<file path="src/rtl/sap1_pkg.sv">
// Shared types and constants for the SAP-1 fetch front end.
package sap1_pkg;

    localparam int OPC_W = 4;

    localparam logic [OPC_W-1:0] OP_LDA = 4'h0;
    localparam logic [OPC_W-1:0] OP_ADD = 4'h1;
    localparam logic [OPC_W-1:0] OP_SUB = 4'h2;
    localparam logic [OPC_W-1:0] OP_JMP = 4'h6;
    localparam logic [OPC_W-1:0] OP_OUT = 4'hE;
    localparam logic [OPC_W-1:0] OP_HLT = 4'hF;

    typedef enum logic [2:0] {
        FETCH  = 3'd0,
        IR     = 3'd1,
        DECODE = 3'd2,
        OPER   = 3'd3,
        ISSUE  = 3'd4,
        HALT   = 3'd5
    } fetch_state_e;

    // Opcodes that need a second RAM read for their operand.
    function automatic logic is_mem_op(input logic [OPC_W-1:0] opc);
        return (opc == OP_LDA) || (opc == OP_ADD) || (opc == OP_SUB);
    endfunction

endpackage

</file>
<file path="src/rtl/sap1_prog_counter.sv">
// Program counter: ADDR_W-bit wrap counter with load priority over increment.
module sap1_prog_counter #(
    parameter int ADDR_W = 4
) (
    input  logic              clk_i,
    input  logic              rst_ni,
    input  logic              inc_i,
    input  logic              load_i,
    input  logic [ADDR_W-1:0] load_val_i,
    output logic [ADDR_W-1:0] cnt_o
);

    logic [ADDR_W-1:0] cnt_q;
    logic [ADDR_W-1:0] cnt_d;

    // Next count: a load (jump) overrides the sequential increment.
    always_comb begin
        cnt_d = cnt_q;
        if (load_i) begin
            cnt_d = load_val_i;
        end else if (inc_i) begin
            cnt_d = cnt_q + ADDR_W'(1);
        end else begin
            cnt_d = cnt_q;
        end
    end

    // Count register.
    always_ff @(posedge clk_i or negedge rst_ni) begin
        if (!rst_ni) begin
            cnt_q <= '0;
        end else begin
            cnt_q <= cnt_d;
        end
    end

    assign cnt_o = cnt_q;

endmodule

</file>
<file path="src/rtl/sap1_fetch_unit.sv">
// SAP-1 fetch/decode sequencer issuing {opcode, operand} over valid/ready.
// Optional JMP (opcode 0x6) is enabled by defining SAP1_FETCH_JMP_EN.
module sap1_fetch_unit
    import sap1_pkg::*;
#(
    parameter int ADDR_W = 4,
    parameter int DATA_W = 8
) (
    input  logic              clk_i,
    input  logic              rst_ni,
    output logic              ram_cen_o,
    output logic [ADDR_W-1:0] ram_addr_o,
    input  logic [DATA_W-1:0] ram_data_i,
    output logic              op_valid_o,
    input  logic              op_ready_i,
    output logic [OPC_W-1:0]  op_code_o,
    output logic [DATA_W-1:0] op_data_o,
    output logic [ADDR_W-1:0] pc_o,
    output logic              halted_o
);

    fetch_state_e      state_q;
    logic [ADDR_W-1:0] mar_q;
    logic [DATA_W-1:0] ir_q;
    logic [DATA_W-1:0] opnd_q;
    logic [OPC_W-1:0]  code_q;
    logic              cen_q;
    logic              valid_q;
    logic              halted_q;

    logic [ADDR_W-1:0] pc_s;
    logic              pc_inc_s;
    logic              pc_load_s;
    logic [OPC_W-1:0]  ir_opc_s;

    assign ir_opc_s = ir_q[DATA_W-1:ADDR_W];

    // PC control: advance in FETCH, optionally reload from the IR operand on JMP.
    always_comb begin
        pc_inc_s  = (state_q == FETCH);
        pc_load_s = 1'b0;
`ifdef SAP1_FETCH_JMP_EN
        if ((state_q == DECODE) && (ir_opc_s == OP_JMP)) begin
            pc_load_s = 1'b1;
        end else begin
            pc_load_s = 1'b0;
        end
`endif
    end

    sap1_prog_counter #(
        .ADDR_W (ADDR_W)
    ) u_pc (
        .clk_i      (clk_i),
        .rst_ni     (rst_ni),
        .inc_i      (pc_inc_s),
        .load_i     (pc_load_s),
        .load_val_i (ir_q[ADDR_W-1:0]),
        .cnt_o      (pc_s)
    );

    // Sequencer; RAM enable, valid and halt are set one edge ahead of their state.
    always_ff @(posedge clk_i or negedge rst_ni) begin
        if (!rst_ni) begin
            state_q  <= FETCH;
            mar_q    <= '0;
            ir_q     <= '0;
            opnd_q   <= '0;
            code_q   <= '0;
            cen_q    <= 1'b0;
            valid_q  <= 1'b0;
            halted_q <= 1'b0;
        end else begin
            case (state_q)
                FETCH: begin
                    mar_q   <= pc_s;
                    cen_q   <= 1'b1;
                    state_q <= IR;
                end
                IR: begin
                    ir_q    <= ram_data_i;
                    cen_q   <= 1'b0;
                    state_q <= DECODE;
                end
                DECODE: begin
                    if (is_mem_op(ir_opc_s)) begin
                        mar_q   <= ir_q[ADDR_W-1:0];
                        cen_q   <= 1'b1;
                        state_q <= OPER;
                    end else if (ir_opc_s == OP_OUT) begin
                        opnd_q  <= '0;
                        code_q  <= OP_OUT;
                        valid_q <= 1'b1;
                        state_q <= ISSUE;
                    end else if (ir_opc_s == OP_HLT) begin
                        halted_q <= 1'b1;
                        state_q  <= HALT;
                    end else begin
                        // NOP, and JMP whose PC reload happens in the counter.
                        state_q <= FETCH;
                    end
                end
                OPER: begin
                    opnd_q  <= ram_data_i;
                    code_q  <= ir_opc_s;
                    cen_q   <= 1'b0;
                    valid_q <= 1'b1;
                    state_q <= ISSUE;
                end
                ISSUE: begin
                    if (valid_q && op_ready_i) begin
                        valid_q <= 1'b0;
                        state_q <= FETCH;
                    end
                end
                HALT: begin
                    state_q <= HALT;
                end
                default: begin
                    state_q <= FETCH;
                end
            endcase
        end
    end

    assign ram_cen_o  = cen_q;
    assign ram_addr_o = mar_q;
    assign op_valid_o = valid_q;
    assign op_code_o  = code_q;
    assign op_data_o  = opnd_q;
    assign pc_o       = pc_s;
    assign halted_o   = halted_q;

endmodule

</file>
<file path="config.mk">
export PLATFORM = sky130hd
export DESIGN_NAME = sap1_fetch_unit
export DESIGN_NICKNAME = d
export VERILOG_FILES = /design/src/rtl/sap1_pkg.sv /design/src/rtl/sap1_prog_counter.sv /design/src/rtl/sap1_fetch_unit.sv
export SDC_FILE = /design/constraint.sdc
export NUM_CORES = 1
export LEC_CHECK = 0
export BUFFER_PORTS_ARGS = -buffer_cell sky130_fd_sc_hd__buf_2
export CORE_MARGIN = 1
export CORE_UTILIZATION = 50
export CTS_CLUSTER_DIAMETER = 80
export DETAILED_ROUTE_END_ITERATION = 8
export GPL_ROUTABILITY_DRIVEN = 0
export PLACE_DENSITY = 0.8
export SLEW_MARGIN = 30
export SYNTH_ARGS = -nofsm -noshare
export SYNTH_HDL_FRONTEND = slang
export SYNTH_SLANG_ARGS = --single-unit
export TNS_END_PERCENT = 10
</file>
<file path="constraint.sdc">
create_clock -name clk_i -period 3.54 [get_ports clk_i]
set_input_delay 0.177 -clock clk_i [delete_from_list [all_inputs] [get_ports clk_i]]
set_output_delay 0.177 -clock clk_i [all_outputs]
set_load 0.01 [all_outputs]
</file>
==> results of run 1 <==
-- worst max-delay path: cells and delay by family, from the launching register on --
family,cells,cell delay (ps)
AOI/OAI and AO/OA,1,610
and+or+nand+nor,2,380
DFF,1,440
-- per-stage QoR --
step,instances,util,hold slack [ps],total power [W]
6_report,192,0.619,84.7,0.00174
4_1_cts,192,0.619,70.2,0.00175
3_3_place_gp,183,0.595,274,0.00148
5_1_grt,192,0.619,79.2,0.00186
2_1_floorplan,126,-,-119,0.00132
3_5_place_dp,183,0.595,285,0.00152
-- metal layers --
layer | vias up | share of wire | track usage | routed length (um)
met5 | - | 0 | 0 | 0
met2 | 43 | 0.46 | 0.291 | 1360
met1 | 530 | 0.46 | 0.275 | 1340
li1 | 527 | - | - | -
met3 | 10 | 0.057 | 0.0558 | 166
met4 | 0 | 0.026 | 0.119 | 75
-- power breakdown --
group          internal (W)  total (W)  switching [W]
registers          0.000579   0.000777       0.000198
logic              0.000372   0.000740       0.000369
clock network     0.0000962   0.000220       0.000124
total               0.00105    0.00174       0.000691
-- cells in the final DEF (no fill, tap or decap), drive strengths merged, types with 3 or more instances in the layout --
cell type and count:
clkbuf 7, dfrtp 34, or2b 4, o21ai 3, and4b 5, a22o 8, a2bb2oi 3, inv 7
mux2 8, nor3 8, buf 33, nand2 5, nor2 8, o22ai 4, xnor2 3
-- logic make-up after synthesis --
group	count (synthesis)	synth area share
fa+ha+maj	1	0.00805
xor+xnor	3	0.0169
buf+inv	14	0.0564
simple gates	39	0.180
mux	8	0.0580
compound gates	27	0.134
flops	34	0.548
-- flip-flops by register name, indices dropped and copies added, names as in the netlist --
name,cells
halted_o,1
ir_q,8
op_code_o,4
op_data_o,8
op_valid_o,1
ram_addr_o,4
ram_cen_o,1
state_q,3
u_pc.cnt_o,4
-- how the worst min path moves through the flow --
| stage | to | slack [ps] | cells after the start |
|---|---|---|---|
| 2_1_floorplan | halted_o | -120 | 0 |
| 5_1_grt | op_data_o[6] | 80 | 2 |
| 3_5_place_dp | op_valid_o | 290 | 1 |
| 3_3_place_gp | op_code_o[2] | 270 | 1 |
| 4_1_cts | op_data_o[4] | 70 | 2 |
| 6_report | op_data_o[4] | 80 | 2 |
-- layout make-up --
class | count | area, um2
Fill cell | 228 | 1090
Sequential cell | 34 | 851
Multi-Input combinational cell | 78 | 616
Timing Repair Buffer | 34 | 175
Clock buffer | 7 | 55.1
Tap cell | 31 | 38.8
Inverter | 7 | 26.3
Clock inverter | 1 | 5.00
-- timing repair --
action                    in CTS  in global routing
setup buffers                  0                  0
hold buffers                   1                  0
gates resized for setup        0                  0
hold endpoints to repair      34                  0
==> flow_summary.json, run 1 <==
{
  "violations": "DRC",
  "hold_start": "ram_data_i[4]",
  "antenna_found_initial": 0,
  "max_slew_margin": 0.506,
  "nets": 172,
  "rows": 19,
  "setup_viol": 0,
  "synth_warnings": 0,
  "routed_wl_um": 2940,
  "cp_cell_sequence": "a211oi_2, and4b_1, nor3_2",
  "finalClockSkew_ps": 4.25,
  "drtAntennaViolNets": 0,
  "slew_violations": 0,
  "synth_edf_count": 0,
  "grt_pass1_vias": 1062,
  "die_x_um": 57.8,
  "drv_cap": 0,
  "drive_gt1_frac": 0.366,
  "hp-class": "input port to register",
  "status": "complete, but fails checks",
  "worstSetupStartpoint": "ir_q[5]",
  "cts.clk_slew.worst_paths_ps": 100,
  "ir_drop_mv": 0.433,
  "pwr_density_cell_nw_per_um2": 984,
  "r2r_slack_ps": 2010,
  "required_ps": 3770,
  "r2r-end": "ram_addr_o[0]",
  "worstSetupEndpointType": "register",
  "gr-usage-all-layers": 0.202,
  "synth_top_area_cell": "dfrtp_1",
  "dp_hpwl_um": 2090,
  "cp_max_fo": 11,
  "drt_pass1_iterations": 6,
  "core_area_um2": 2850,
  "clockRootBuffer": "clkbuf_4",
  "reg2reg_depth": 3,
  "cts_buffers": 5,
  "cp-endpoint": "ram_addr_o[0]",
  "async_reset_ff_frac": 1.00,
  "synth-main-ff-cell": "dfrtp_1",
  "fp.dieArea_um2": 3340,
  "yosysUniqueCellTypes": 37,
  "synth.net_count": 138,
  "wl_per_cell_um": 15.3,
  "finalHoldViolCount": 0,
  "grt_pass1_wl_um": 4940,
  "cts_tree": "built",
  "netlist.area_leader.share": 0.548,
  "portBuffers": 33,
  "gr-total-overflow": 0,
  "reg2reg_from": "ir_q[5]",
  "die_h_um": 57.8,
  "syn_avg_cell_area_um2": 12.3,
  "synth_area_leaders": "dfrtp_1 55%, mux2_2 5.8%, a22o_1 4.5%",
  "area_growth_pct": 13.7,
  "clock_sinks": 34,
  "p_leak_nw": 0.864,
  "slowest_stage": "a211oi_2",
  "setup_tns_ps": 0,
  "grt_max_degree": 35,
  "syn_inst": 126,
  "diodes": 0,
  "drtIter0Drc": 28,
  "design_area_um2": 1770,
  "drc_errors": 1,
  "num_io_pins": 34,
  "path_class": "register to register",
  "ys_ff_latch": 34,
  "rsz0062_at_grt": "false",
  "start_util": 0.545,
  "avgViaCountPerCell": 5.78,
  "syn-cell-area_um2": 1550,
  "cp.arrival_ps": 1750,
  "fin_crit_sh": 0.431,
  "clk_latency_ps": 330,
  "htree_num_levels": 2,
  "ys_seq_area_frac": 0.548,
  "max_stage_delay_ps": 610,
  "tightest_slew_ps": 740,
  "ctsLongestPathBuffers": 2,
  "yosys.cell_count.top_type": "dfrtp_1",
  "vias": 1110,
  "setup_slack_ps": 2010,
  "dp_slack_ps": 2050,
  "period_needed_ps": 1530,
  "fmax_mhz": 655,
  "synth_commonest_cells": "34 x dfrtp_1, 8 x a22o_1, 8 x mux2_2",
  "placed_area_um2": 1700,
  "start_kind": "register"
}
(Power assumes the default switching activity.)
==> run 2, diff against run 1 <==
- ABC_AREA: default -> 1
- PLACE_DENSITY: 0.8 -> 0.81
- clock period: 3.54 -> 1.5 ns (I/O delays scaled with it)
==> run 2 against run 1 <==
Net effect:
- the run still ends with DRC left
- fmax grew 12%
- clock power grew to 2.8 times the previous value
- register-to-register slack lost 1900 ps
- largest cell class unchanged
==> flow_summary.json, run 2 <==
{
  "synth-main-ff-cell": "dfrtp_1",
  "ir_drop_mv": 0.981,
  "num_io_pins": 34,
  "worstSetupEndpointType": "register",
  "synth_top_area_cell": "dfrtp_1",
  "synth.net_count": 183,
  "worstSetupStartpoint": "state_q[0]",
  "hold_start": "op_ready_i",
  "final_cell_mix": "64 x nand2_1, 34 x dfrtp_1, 33 x buf_2",
  "drv_cap": 0,
  "cp_max_fo": 17,
  "portBuffers": 33,
  "grt_pass1_wl_um": 5150,
  "drt_pass1_iterations": 6,
  "design_area_um2": 1860,
  "clock_sinks": 34,
  "cp.arrival_ps": 1600,
  "setup_viol": 0,
  "fin_crit_sh": 0.910,
  "status": "complete, but fails checks",
  "cts_tree": "built",
  "grt_pass1_vias": 1147,
  "synth_commonest_cells": "64 x nand2_1, 34 x dfrtp_1, 17 x inv_1",
  "setup_tns_ps": 0,
  "async_reset_ff_frac": 1.00,
  "wl_met2_um": 1420,
  "grt_max_degree": 35,
  "ctsLongestPathBuffers": 2,
  "die_h_um": 57.0,
  "htree_num_levels": 2,
  "max_slew_margin": 0.515,
  "start_kind": "register",
  "drtIter0Drc": 57,
  "path_class": "register to register",
  "rsz0062_at_grt": "false",
  "die_x_um": 57.0,
  "fmax_mhz": 732,
  "ys_ff_latch": 34,
  "finalClockSkew_ps": 7.83,
  "yosysUniqueCellTypes": 19,
  "tightest_slew_ps": 727,
  "syn_avg_cell_area_um2": 8.85,
  "mostFrequentLayoutCell": "nand2_1",
  "multi_input_area_um2": 569,
  "core_area_um2": 2810,
  "clockRootBuffer": "clkbuf_4",
  "finalHoldViolCount": 0,
  "hp-class": "input port to register",
  "area_growth_pct": 22.9,
  "p_leak_nw": 1.03,
  "synth_warnings": 0,
  "ys_seq_area_frac": 0.562,
  "drtAntennaViolNets": 0,
  "fp.dieArea_um2": 3250,
  "dp_hpwl_um": 2120,
  "nFillCells": 236,
  "drive_gt1_frac": 0.266,
  "synth_area_leaders": "dfrtp_1 56%, nand2_1 16%, o21ai_2 4.6%",
  "slew_violations": 0,
  "pwr_density_cell_nw_per_um2": 2130,
  "start_util": 0.540,
  "synth_edf_count": 0,
  "regArea_um2": 851,
  "rows": 19,
  "cts_buffers": 5,
  "reg2reg_from": "state_q[0]",
  "gr-usage-all-layers": 0.214,
  "syn-cell-area_um2": 1510,
  "yosys.cell_count.top_type": "nand2_1",
  "required_ps": 1730,
  "placed_area_um2": 1690,
  "wl_met3_um": 166,
  "avgViaCountPerCell": 5.00,
  "diodes": 0,
  "period_needed_ps": 1370,
  "routed_wl_um": 3000,
  "clk_latency_ps": 340,
  "netlist.area_leader.share": 0.562,
  "drc_errors": 8,
  "ctsResizeCount": 0,
  "routed.top_layer": "met4",
  "m1WireLength_um": 1370,
  "syn_inst": 171,
  "gr-total-overflow": 0,
  "antenna_found_initial": 0,
  "nets": 229,
  "vias": 1245,
  "wl_per_cell_um": 12.1,
  "violations": "DRC",
  "cts.clk_slew.worst_paths_ps": 100
}
run 2: cell count changes after synthesis, moves of 5 or more:
cell / change
o21ai_2: +7
nand2_1: +59
mux2_2: -8
a22o_1: -8
and4b_1: -5
nand3_1: +7
o21ai_0: +8
inv_1: +11
run 2: final timing paths:
kind                                 end  slack [ps]  cells past startpoint
min in group asynchronous  u_pc.cnt_o[2]         310                      2
max reg2reg                      ir_q[2]         130                      5
max in group asynchronous  ram_addr_o[1]         730                      2
min reg2reg                    ram_cen_o         480                      2
min                           state_q[2]          80                      4
max                              ir_q[2]         130                      5
run 2: where the power goes:
part | switching [W] | internal (W) | leakage [nW] | total (W)
registers | 0.000321 | 0.00133 | 0.421 | 0.00165
logic | 0.00105 | 0.000636 | 0.563 | 0.00169
clock network | 0.000301 | 0.000320 | 0.0446 | 0.000621
run 2: repair_timing:
action | in CTS | in global routing
hold endpoints to repair | 41 | 1
setup buffers | 0 | 0
hold buffers | 8 | 1
run 2: cell families after synthesis:
kind of cell,Yosys count,synth area share
AO/OA/AOI/OAI,22,0.0942
AND/OR/NAND/NOR,90,0.256
buffers and inverters,21,0.0620
XOR/XNOR,3,0.0174
adder cells (fa/ha/maj),1,0.00826
flip-flops,34,0.562
run 2: cell type report:
class                      count  share of cell area
sequential                    34               0.457
multi-input combinational    116               0.306
timing repair buffer          42               0.137
clock buffer                   8              0.0424
inverter                      18              0.0363
tap                           31              0.0208
run 2: critical path, stage by stage (launching register included):
cell and delay, ps:
dfrtp_1 480, inv_1 110, nor2_1 160, nand2_2 260, nand2_1 180, o21ai_2 60
run 2: layer usage:
metal  global-route usage  vias up
li1                     -      620
met1                0.265      572
met2                0.351       46
met3               0.0680        7
met4               0.0801        0
met5                    0        -
run 2: stage by stage:
step / worst slack, ps / hold slack [ps] / util / total power [W] / std cells
6_report: 135 / 81.1 / 0.663 / 0.00396 / 249
5_1_grt: 35.8 / 97.0 / 0.663 / 0.00431 / 249
4_1_cts: 129 / 2.68 / 0.660 / 0.00399 / 248
3_5_place_dp: 142 / 169 / 0.603 / 0.00335 / 232
3_3_place_gp: 183 / 170 / 0.603 / 0.00329 / 232
2_1_floorplan: 304 / -221 / - / 0.00284 / 171
